## src/rtl/mac4_dot_seq_ctrl_if.sv

```systemverilog
// Purpose: command, operand stream, result and MAC-pin bundle for mac4_dot_seq_ctrl.
// Latency: none, wires only.
// Backpressure: in_valid/in_ready on operands, res_valid/res_ready on results.
interface mac4_dot_seq_ctrl_if #(
  parameter int CNT_W = 8
);
  // command from the fabric request logic
  logic             cmd_start;
  logic [CNT_W-1:0] cmd_len;
  logic [5:0]       cmd_out_sel;
  logic             cmd_rnd;
  logic             cmd_sat;
  logic             cmd_tc;
  logic             cmd_abort;
  // operand/coefficient stream
  logic             in_valid;
  logic             in_ready;
  logic [3:0]       in_oper;
  logic [3:0]       in_coef;
  // result port
  logic             res_valid;
  logic             res_ready;
  logic [3:0]       res_data;
  logic             busy;
  // MAC slice control pins
  logic [3:0]       mac_oper_data;
  logic [3:0]       mac_coef_data;
  logic             mac_clk_en;
  logic             mac_acc_clear;
  logic             mac_acc_rnd;
  logic             mac_acc_sat;
  logic [5:0]       mac_out_sel;
  logic             mac_tc;
  logic [3:0]       mac_out;

  // sequencer side
  modport slave (
    input  cmd_start, cmd_len, cmd_out_sel, cmd_rnd, cmd_sat, cmd_tc, cmd_abort,
    input  in_valid, in_oper, in_coef, res_ready, mac_out,
    output in_ready, res_valid, res_data, busy,
    output mac_oper_data, mac_coef_data, mac_clk_en, mac_acc_clear, mac_acc_rnd,
    output mac_acc_sat, mac_out_sel, mac_tc
  );

  // requester + MAC side
  modport master (
    output cmd_start, cmd_len, cmd_out_sel, cmd_rnd, cmd_sat, cmd_tc, cmd_abort,
    output in_valid, in_oper, in_coef, res_ready, mac_out,
    input  in_ready, res_valid, res_data, busy,
    input  mac_oper_data, mac_coef_data, mac_clk_en, mac_acc_clear, mac_acc_rnd,
    input  mac_acc_sat, mac_out_sel, mac_tc
  );
endinterface

```

## src/rtl/mac4_dot_seq_ctrl.sv

```systemverilog
// Purpose: sequences one 4-bit MAC slice through a dot product (optional MAC4_SEQ_STALL_CNT_EN adds stall_cnt).
// Latency: res_valid rises on the second edge counting the final accept edge; len=0 takes ZERO+CAPT.
// Backpressure: in_ready only in ACC; result held in HOLD until res_ready; cmd_abort overrides both.
module mac4_dot_seq_ctrl #(
  parameter int CNT_W       = 8,
  parameter int OUT_SEL_MAX = 16
) (
  input  logic              MAC_ACC_CLK,
  input  logic              acc_ff_rstn,
  mac4_dot_seq_ctrl_if.slave bus
`ifdef MAC4_SEQ_STALL_CNT_EN
  ,
  output logic [15:0]       stall_cnt
`endif
);

  typedef enum logic [2:0] {
    S_IDLE = 3'd0,
    S_ZERO = 3'd1,
    S_ACC  = 3'd2,
    S_CAPT = 3'd3,
    S_HOLD = 3'd4
  } state_t;

  state_t           state_q, state_d;
  logic [CNT_W-1:0] cnt_q, cnt_d;
  logic             first_q, first_d;
  logic             rnd_q, rnd_d;
  logic             sat_q, sat_d;
  logic             tc_q, tc_d;
  logic [5:0]       out_sel_q, out_sel_d;
  logic             in_ready_q, in_ready_d;
  logic             res_valid_q, res_valid_d;
  logic [3:0]       res_data_q, res_data_d;
  logic             busy_q, busy_d;

  logic             abort_act;
  logic             in_ready_w;
  logic             accept;
  logic             zero_cyc;
  logic             first_term;
  logic [5:0]       sel_clamped;

  // abort only means something once an operation is running
  assign abort_act  = bus.cmd_abort & (state_q != S_IDLE);
  // abort blocks the accept in the same cycle
  assign in_ready_w = in_ready_q & ~abort_act;
  assign accept     = bus.in_valid & in_ready_w;
  assign zero_cyc   = (state_q == S_ZERO) & ~abort_act;
  // the first term is either the first accept or the lone ZERO cycle
  assign first_term = (accept & first_q) | zero_cyc;
  assign sel_clamped = (bus.cmd_out_sel > 6'(OUT_SEL_MAX)) ? 6'(OUT_SEL_MAX) : bus.cmd_out_sel;

  // MAC pin drive: operands pass through only while streaming
  always_comb begin
    bus.mac_oper_data = '0;
    bus.mac_coef_data = '0;
    if (state_q == S_ACC) begin
      bus.mac_oper_data = bus.in_oper;
      bus.mac_coef_data = bus.in_coef;
    end
    bus.mac_clk_en    = accept | zero_cyc;
    // the MAC favours CLEAR over RND, so only one is ever raised
    bus.mac_acc_clear = first_term & ~rnd_q;
    bus.mac_acc_rnd   = first_term & rnd_q;
  end

  assign bus.mac_acc_sat = sat_q;
  assign bus.mac_out_sel = out_sel_q;
  assign bus.mac_tc      = tc_q;
  assign bus.in_ready    = in_ready_w;
  assign bus.res_valid   = res_valid_q & ~abort_act;
  assign bus.res_data    = res_data_q;
  assign bus.busy        = busy_q;

  // next-state and registered-output computation
  always_comb begin
    state_d     = state_q;
    cnt_d       = cnt_q;
    first_d     = first_q;
    rnd_d       = rnd_q;
    sat_d       = sat_q;
    tc_d        = tc_q;
    out_sel_d   = out_sel_q;
    res_valid_d = res_valid_q;
    res_data_d  = res_data_q;

    case (state_q)
      S_IDLE: begin
        if (bus.cmd_start) begin
          out_sel_d = sel_clamped;
          rnd_d     = bus.cmd_rnd;
          sat_d     = bus.cmd_sat;
          tc_d      = bus.cmd_tc;
          first_d   = 1'b1;
          cnt_d     = bus.cmd_len;
          state_d   = (bus.cmd_len == '0) ? S_ZERO : S_ACC;
        end
      end
      S_ZERO: begin
        first_d = 1'b0;
        state_d = S_CAPT;
      end
      S_ACC: begin
        if (accept) begin
          first_d = 1'b0;
          cnt_d   = cnt_q - CNT_W'(1);
          if (cnt_q == CNT_W'(1)) begin
            state_d = S_CAPT;
          end
        end
      end
      S_CAPT: begin
        // accumulator and MAC select register settled on the final accept edge
        res_data_d  = bus.mac_out;
        res_valid_d = 1'b1;
        state_d     = S_HOLD;
      end
      S_HOLD: begin
        if (bus.res_ready) begin
          res_valid_d = 1'b0;
          state_d     = S_IDLE;
        end
      end
      default: state_d = S_IDLE;
    endcase

    if (abort_act) begin
      state_d     = S_IDLE;
      res_valid_d = 1'b0;
      res_data_d  = res_data_q;
    end

    in_ready_d = (state_d == S_ACC);
    busy_d     = (state_d != S_IDLE);
  end

  // FSM and configuration registers
  always_ff @(posedge MAC_ACC_CLK or negedge acc_ff_rstn) begin
    if (!acc_ff_rstn) begin
      state_q     <= S_IDLE;
      cnt_q       <= '0;
      first_q     <= 1'b0;
      rnd_q       <= 1'b0;
      sat_q       <= 1'b0;
      tc_q        <= 1'b0;
      out_sel_q   <= '0;
      in_ready_q  <= 1'b0;
      res_valid_q <= 1'b0;
      res_data_q  <= '0;
      busy_q      <= 1'b0;
    end else begin
      state_q     <= state_d;
      cnt_q       <= cnt_d;
      first_q     <= first_d;
      rnd_q       <= rnd_d;
      sat_q       <= sat_d;
      tc_q        <= tc_d;
      out_sel_q   <= out_sel_d;
      in_ready_q  <= in_ready_d;
      res_valid_q <= res_valid_d;
      res_data_q  <= res_data_d;
      busy_q      <= busy_d;
    end
  end

`ifdef MAC4_SEQ_STALL_CNT_EN
  logic [15:0] stall_cnt_q, stall_cnt_d;

  // count starved ACC cycles, saturating, restarted by each accepted start
  always_comb begin
    stall_cnt_d = stall_cnt_q;
    if ((state_q == S_IDLE) && bus.cmd_start) begin
      stall_cnt_d = '0;
    end else if ((state_q == S_ACC) && !bus.in_valid && (stall_cnt_q != 16'hFFFF)) begin
      stall_cnt_d = stall_cnt_q + 16'd1;
    end
  end

  // stall counter register
  always_ff @(posedge MAC_ACC_CLK or negedge acc_ff_rstn) begin
    if (!acc_ff_rstn) begin
      stall_cnt_q <= '0;
    end else begin
      stall_cnt_q <= stall_cnt_d;
    end
  end

  assign stall_cnt = stall_cnt_q;
`endif

endmodule

```

## src/flat_wrapper.sv

```systemverilog
// flat-port wrapper written by rule: the top's interface ports become plain ports
module mac4_dot_seq_ctrl_flat 
#(
  parameter int CNT_W       = 8,
  parameter int OUT_SEL_MAX = 16
)
  (MAC_ACC_CLK, acc_ff_rstn, bus_cmd_start, bus_cmd_len, bus_cmd_out_sel, bus_cmd_rnd, bus_cmd_sat, bus_cmd_tc, bus_cmd_abort, bus_in_valid, bus_in_oper, bus_in_coef, bus_res_ready, bus_mac_out, bus_in_ready, bus_res_valid, bus_res_data, bus_busy, bus_mac_oper_data, bus_mac_coef_data, bus_mac_clk_en, bus_mac_acc_clear, bus_mac_acc_rnd, bus_mac_acc_sat, bus_mac_out_sel, bus_mac_tc);
  mac4_dot_seq_ctrl_if #(.CNT_W(CNT_W)) bus_i ();
  input  logic MAC_ACC_CLK;
  input  logic acc_ff_rstn;
  input wire logic [$bits(bus_i.cmd_start)-1:0] bus_cmd_start;
  input wire logic [$bits(bus_i.cmd_len)-1:0] bus_cmd_len;
  input wire logic [$bits(bus_i.cmd_out_sel)-1:0] bus_cmd_out_sel;
  input wire logic [$bits(bus_i.cmd_rnd)-1:0] bus_cmd_rnd;
  input wire logic [$bits(bus_i.cmd_sat)-1:0] bus_cmd_sat;
  input wire logic [$bits(bus_i.cmd_tc)-1:0] bus_cmd_tc;
  input wire logic [$bits(bus_i.cmd_abort)-1:0] bus_cmd_abort;
  input wire logic [$bits(bus_i.in_valid)-1:0] bus_in_valid;
  input wire logic [$bits(bus_i.in_oper)-1:0] bus_in_oper;
  input wire logic [$bits(bus_i.in_coef)-1:0] bus_in_coef;
  input wire logic [$bits(bus_i.res_ready)-1:0] bus_res_ready;
  input wire logic [$bits(bus_i.mac_out)-1:0] bus_mac_out;
  output wire logic [$bits(bus_i.in_ready)-1:0] bus_in_ready;
  output wire logic [$bits(bus_i.res_valid)-1:0] bus_res_valid;
  output wire logic [$bits(bus_i.res_data)-1:0] bus_res_data;
  output wire logic [$bits(bus_i.busy)-1:0] bus_busy;
  output wire logic [$bits(bus_i.mac_oper_data)-1:0] bus_mac_oper_data;
  output wire logic [$bits(bus_i.mac_coef_data)-1:0] bus_mac_coef_data;
  output wire logic [$bits(bus_i.mac_clk_en)-1:0] bus_mac_clk_en;
  output wire logic [$bits(bus_i.mac_acc_clear)-1:0] bus_mac_acc_clear;
  output wire logic [$bits(bus_i.mac_acc_rnd)-1:0] bus_mac_acc_rnd;
  output wire logic [$bits(bus_i.mac_acc_sat)-1:0] bus_mac_acc_sat;
  output wire logic [$bits(bus_i.mac_out_sel)-1:0] bus_mac_out_sel;
  output wire logic [$bits(bus_i.mac_tc)-1:0] bus_mac_tc;
  assign bus_i.cmd_start = bus_cmd_start;
  assign bus_i.cmd_len = bus_cmd_len;
  assign bus_i.cmd_out_sel = bus_cmd_out_sel;
  assign bus_i.cmd_rnd = bus_cmd_rnd;
  assign bus_i.cmd_sat = bus_cmd_sat;
  assign bus_i.cmd_tc = bus_cmd_tc;
  assign bus_i.cmd_abort = bus_cmd_abort;
  assign bus_i.in_valid = bus_in_valid;
  assign bus_i.in_oper = bus_in_oper;
  assign bus_i.in_coef = bus_in_coef;
  assign bus_i.res_ready = bus_res_ready;
  assign bus_i.mac_out = bus_mac_out;
  assign bus_in_ready = bus_i.in_ready;
  assign bus_res_valid = bus_i.res_valid;
  assign bus_res_data = bus_i.res_data;
  assign bus_busy = bus_i.busy;
  assign bus_mac_oper_data = bus_i.mac_oper_data;
  assign bus_mac_coef_data = bus_i.mac_coef_data;
  assign bus_mac_clk_en = bus_i.mac_clk_en;
  assign bus_mac_acc_clear = bus_i.mac_acc_clear;
  assign bus_mac_acc_rnd = bus_i.mac_acc_rnd;
  assign bus_mac_acc_sat = bus_i.mac_acc_sat;
  assign bus_mac_out_sel = bus_i.mac_out_sel;
  assign bus_mac_tc = bus_i.mac_tc;
  mac4_dot_seq_ctrl #(.CNT_W(CNT_W), .OUT_SEL_MAX(OUT_SEL_MAX)) u_core (.MAC_ACC_CLK(MAC_ACC_CLK), .acc_ff_rstn(acc_ff_rstn), .bus(bus_i));
endmodule
```

## config.mk

```make
export PLATFORM = sky130hd
export DESIGN_NAME = mac4_dot_seq_ctrl_flat
export DESIGN_NICKNAME = d
export VERILOG_FILES = /design/src/rtl/mac4_dot_seq_ctrl_if.sv /design/src/rtl/mac4_dot_seq_ctrl.sv /design/src/flat_wrapper.sv
export SDC_FILE = /design/constraint.sdc
export NUM_CORES = 1
export LEC_CHECK = 0
export CAP_MARGIN = 5
export CORE_MARGIN = 1
export CORE_UTILIZATION = 35
export CTS_BUF_LIST = sky130_fd_sc_hd__clkbuf_16
export CTS_CLUSTER_SIZE = 25
export DETAILED_ROUTE_END_ITERATION = 8
export GPL_TIMING_DRIVEN = 0
export HOLD_SLACK_MARGIN = 0.15
export PLACE_DENSITY = 0.67
export SLEW_MARGIN = 20
export SYNTH_ARGS = -nofsm -noshare
export SYNTH_HDL_FRONTEND = slang
export SYNTH_SLANG_ARGS = --single-unit
```

## constraint.sdc

```tcl
create_clock -name MAC_ACC_CLK -period 3.5 [get_ports MAC_ACC_CLK]
set_input_delay 0.875 -clock MAC_ACC_CLK [delete_from_list [all_inputs] [get_ports MAC_ACC_CLK]]
set_output_delay 0.875 -clock MAC_ACC_CLK [all_outputs]
set_load 0.05 [all_outputs]
```

==> insert_results.sql <==
INSERT INTO impl_metrics (metric_group, metric, value, unit) VALUES
('run_status', 'status', 'finished clean', ''),
('place', 'globalplace.congestion', '0.812', ''),
('grt', 'grt_remaining_overflow', '0', ''),
('die', 'floorplan.initialDensity', '37.7', '%'),
('grt', 'antenna_found_initial', '0', ''),
('worst_setup_path', 'required', '2620', 'ps'),
('worst_setup_path', 'critPathLaunchType', 'input port', ''),
('timing', 'min_period_over_period', '97.3', '%'),
('timing', 'unrepaired_setup_endpoints_after_global_routing', 'no', ''),
('worst_setup_path', 'max_stage_delay', '540', 'ps'),
('die', 'die-area', '4710', 'um^2'),
('cts', 'numCtsBuffers', '3', ''),
('timing', 'finalHoldViolCount', '0', ''),
('timing', 'worst_clock_skew_on_the_final_layout', '5.38', 'ps'),
('cts', 'ctsRootBufferMaster', 'clkbuf_16', ''),
('worst_setup_path', 'crit_path_cell_trace', 'clkdlybuf4s50_1, nand3_1, nor2b_1, o22a_1, nor2b_1, dlygate4sd2_1', ''),
('grt', 'grt_start_max_net_pins', '29', ''),
('cts', 'clkLatencyLatePin', '270', 'ps'),
('route', 'route.final.wire_length', '3.71', 'mm'),
('die', 'dieWidth', '68.6', 'um'),
('worst_setup_path', 'reg2reg_setup_slack', '1800', 'ps'),
('grt', 'grtUsageMet2', '28.9', '%'),
('route', 'detail_route.first_pass.iterations', '4', ''),
('layout', 'postLayoutCoreUtil', '56.1', '%'),
('worst_setup_path', 'worstPathArrival', '2530', 'ps'),
('worst_hold_path', 'min-delay-path-class', 'reg -> reg', ''),
('yosys', 'netlist_area', '1550', 'um^2'),
('timing', 'final_max_slew_viol_count', '0', ''),
('die', 'fp.coreArea', '4120', 'um^2'),
('power_and_ir_drop', 'vdd_ir_drop_max', '0.331', 'mV'),
('die', 'std_cell_rows', '23', ''),
('layout', 'most_common_cell_after_layout_fill_and_taps_aside', 'clkdlybuf4s50_1', ''),
('yosys', 'ys_warn_count', '0', ''),
('layout', 'design.final.nets', '267', ''),
('grt', 'grt_first_pass_wirelength', '5.92', 'mm'),
('timing', 'min_period', '3400', 'ps'),
('yosys', 'avgSynthCellArea', '9.41', 'um^2'),
('worst_setup_path', 'crit_end_element', 'output pin', ''),
('yosys', 'synthesis.nets', '202', ''),
('die', 'die_y', '68.6', 'um'),
('layout', 'final_cell_mix', '57 x clkdlybuf4s50_1, 28 x dfrtp_1, 18 x o21ai_0', ''),
('cts', 'cts-htree-levels', '1', ''),
('route', 'viasPerCell', '5.20', ''),
('route', 'drcViolationCount', '0', ''),
('layout', 'layout.cell_area.non_filler', '2310', 'um^2'),
('layout', 'syn2layout_area_growth', '48.8', '%'),
('worst_setup_path', 'critical_path_peak_fanout', '5', ''),
('worst_setup_path', 'crit_type', 'in -> out', ''),
('yosys', 'ys_seq_elements', '28', ''),
('place', 'post_place_cell_area', '2210', 'um^2'),
('grt', 'busiest_layer', 'met2', ''),
('flow_run', 'max_cap_violations', '0', ''),
('route', 'post_drt_wl_per_cell', '13.3', 'um'),
('layout', 'fillerInstances', '402', ''),
('cts', 'clock_tree_from_tritoncts', 'built', ''),
('grt', 'grt_pass1_vias', '1340', ''),
('power_and_ir_drop', 'power.static_leakage', '0.960', 'nW'),
('timing', 'slew_headroom', '56.3', '%'),
('power_and_ir_drop', 'powerDensity', '592', 'nW/um^2'),
('cts', 'cts.repair_timing.setup_buffer_count', '0', ''),
('timing', 'setup-tns-final', '0', 'ps'),
('cts', 'clockBufferDepth', '2', ''),
('place', 'port_buffers', '60', ''),
('worst_setup_path', 'worst_path_most_repeated_cell', 'nor2b_1', ''),
('layout', 'antenna_cells', '0', ''),
('timing', 'worst_pin_slew', '655', 'ps'),
('layout', 'layout-drive-gt1-share', '9.61', '%'),
('timing', 'max_clock_freq', '294', 'MHz'),
('grt', 'fraction_of_met1_tracks_used_by_global_routing', '20.6', '%'),
('route', 'detail-route-antenna-nets', '0', ''),
('grt', 'grt_use_met3', '4.11', '%');
synthesized netlist by cell type:
cell type / count / area share, %
o311a_1: 1 / 0.64
ha_1: 2 / 1.6
nor4b_1: 1 / 0.56
nor2_1: 14 / 3.4
dfrtp_1: 28 / 45
nand3_1: 2 / 0.64
o21ai_0: 18 / 5.8
nand3b_1: 4 / 1.9
mux2_2: 7 / 5.1
or3b_1: 1 / 0.56
buf_6: 2 / 1.5
a41oi_1: 1 / 0.56
a22oi_1: 2 / 0.97
o21a_1: 1 / 0.48
nand4_1: 1 / 0.40
nor2b_1: 5 / 2.0
a2bb2oi_1: 1 / 0.56
o21ai_1: 2 / 0.64
and3b_1: 1 / 0.56
or3_1: 3 / 1.2
o22ai_1: 2 / 0.81
nor4_1: 3 / 1.2
and3_1: 1 / 0.40
mux2i_1: 2 / 1.3
nand2b_1: 2 / 0.81
buf_2: 5 / 1.6
a211oi_1: 1 / 0.48
a211o_1: 1 / 0.56
xor2_1: 1 / 0.56
nand4b_1: 1 / 0.56
o22a_1: 1 / 0.56
nor3b_4: 1 / 1.2
nand2_2: 1 / 0.40
nor3b_1: 3 / 1.5
clkbuf_1: 2 / 0.48
inv_1: 3 / 0.73
a21boi_0: 2 / 0.97
nand2_1: 13 / 3.1
a21oi_1: 10 / 3.2
nor3_1: 3 / 0.97
and2_1: 9 / 3.6
o41a_1: 1 / 0.73
routing by layer:
layer,vias to the layer above,share of wire [%]
met5,-,0
met4,0,1.1
met3,5,7.6
met2,41,48
met1,686,43
li1,718,-
per-stage QoR:
stage	setup slack (ps)	total power [mW]	cells
floorplan	482	0.848	165
global placement	-184	1.03	275
detailed placement	-195	1.04	275
CTS	77.2	1.38	279
global route	10.6	1.45	279
finish	96.1	1.37	279
worst max-delay path, delay by kind of cell:
family / cells / cell delay, ps
AND/OR/NAND/NOR: 3 / 370
buffers and inverters: 2 / 1080
AO/OA/AOI/OAI: 1 / 210
sequential cells by signal, indices dropped and copies added (netlist names):
name                    count
u_core.cnt_q                8
u_core.bus.mac_out_sel      6
u_core.bus.res_data         4
u_core.state_q              3
u_core.bus.busy             1
u_core.bus.mac_acc_sat      1
u_core.bus.mac_tc           1
u_core.first_q              1
u_core.in_ready_q           1
u_core.res_valid_q          1
u_core.rnd_q                1
power by group:
| group | internal (mW) | total (mW) | switching, mW | leakage, nW |
|---|---|---|---|---|
| logic | 0.228 | 0.546 | 0.319 | 0.554 |
| clock network | 0.228 | 0.341 | 0.113 | 0.0511 |
| registers | 0.403 | 0.480 | 0.0777 | 0.354 |
path summary, 6_finish.rpt:
path | startpoint | to | cells after the start
setup / recovery | bus_in_valid | bus_mac_acc_rnd | 6
hold / removal | u_core.bus.mac_out_sel[3]$_DFFE_PN0P_ | u_core.bus.mac_out_sel[3]$_DFFE_PN0P_ | 2
setup reg to reg | u_core.cnt_q[0]$_DFFE_PN0P_ | u_core.cnt_q[6]$_DFFE_PN0P_ | 6
hold reg to reg | u_core.bus.mac_out_sel[3]$_DFFE_PN0P_ | u_core.bus.mac_out_sel[3]$_DFFE_PN0P_ | 2
max in group asynchronous | acc_ff_rstn | u_core.bus.mac_out_sel[0]$_DFFE_PN0P_ | 1
min in group asynchronous | acc_ff_rstn | u_core.res_valid_q$_DFFE_PN0P_ | 1
cells by family (layout without fill, tap and decap cells):
logic type | Yosys count | after routing | synth area share (%)
and+or+nand+nor | 69 | 69 | 25.1
AOI/OAI and AO/OA | 44 | 44 | 17.0
DFF | 28 | 28 | 45.1
buffers and inverters | 12 | 76 | 4.27
muxes | 9 | 9 | 6.37
adders and majority gates | 2 | 2 | 1.61
xor gates and xnor gates | 1 | 1 | 0.564
area by class of cell:
type	count	area [um^2]	area share, %
multi-input cells	125	786	34.0
flip-flops and latches	28	701	30.3
repair buffers	60	589	25.5
clock buffers	3	75.1	3.25
well taps	50	62.6	2.71
plain buffers	9	55.1	2.38
clock inverters	1	30.0	1.30
inverters	3	11.3	0.488
Power figures use the tool's default switching activity.
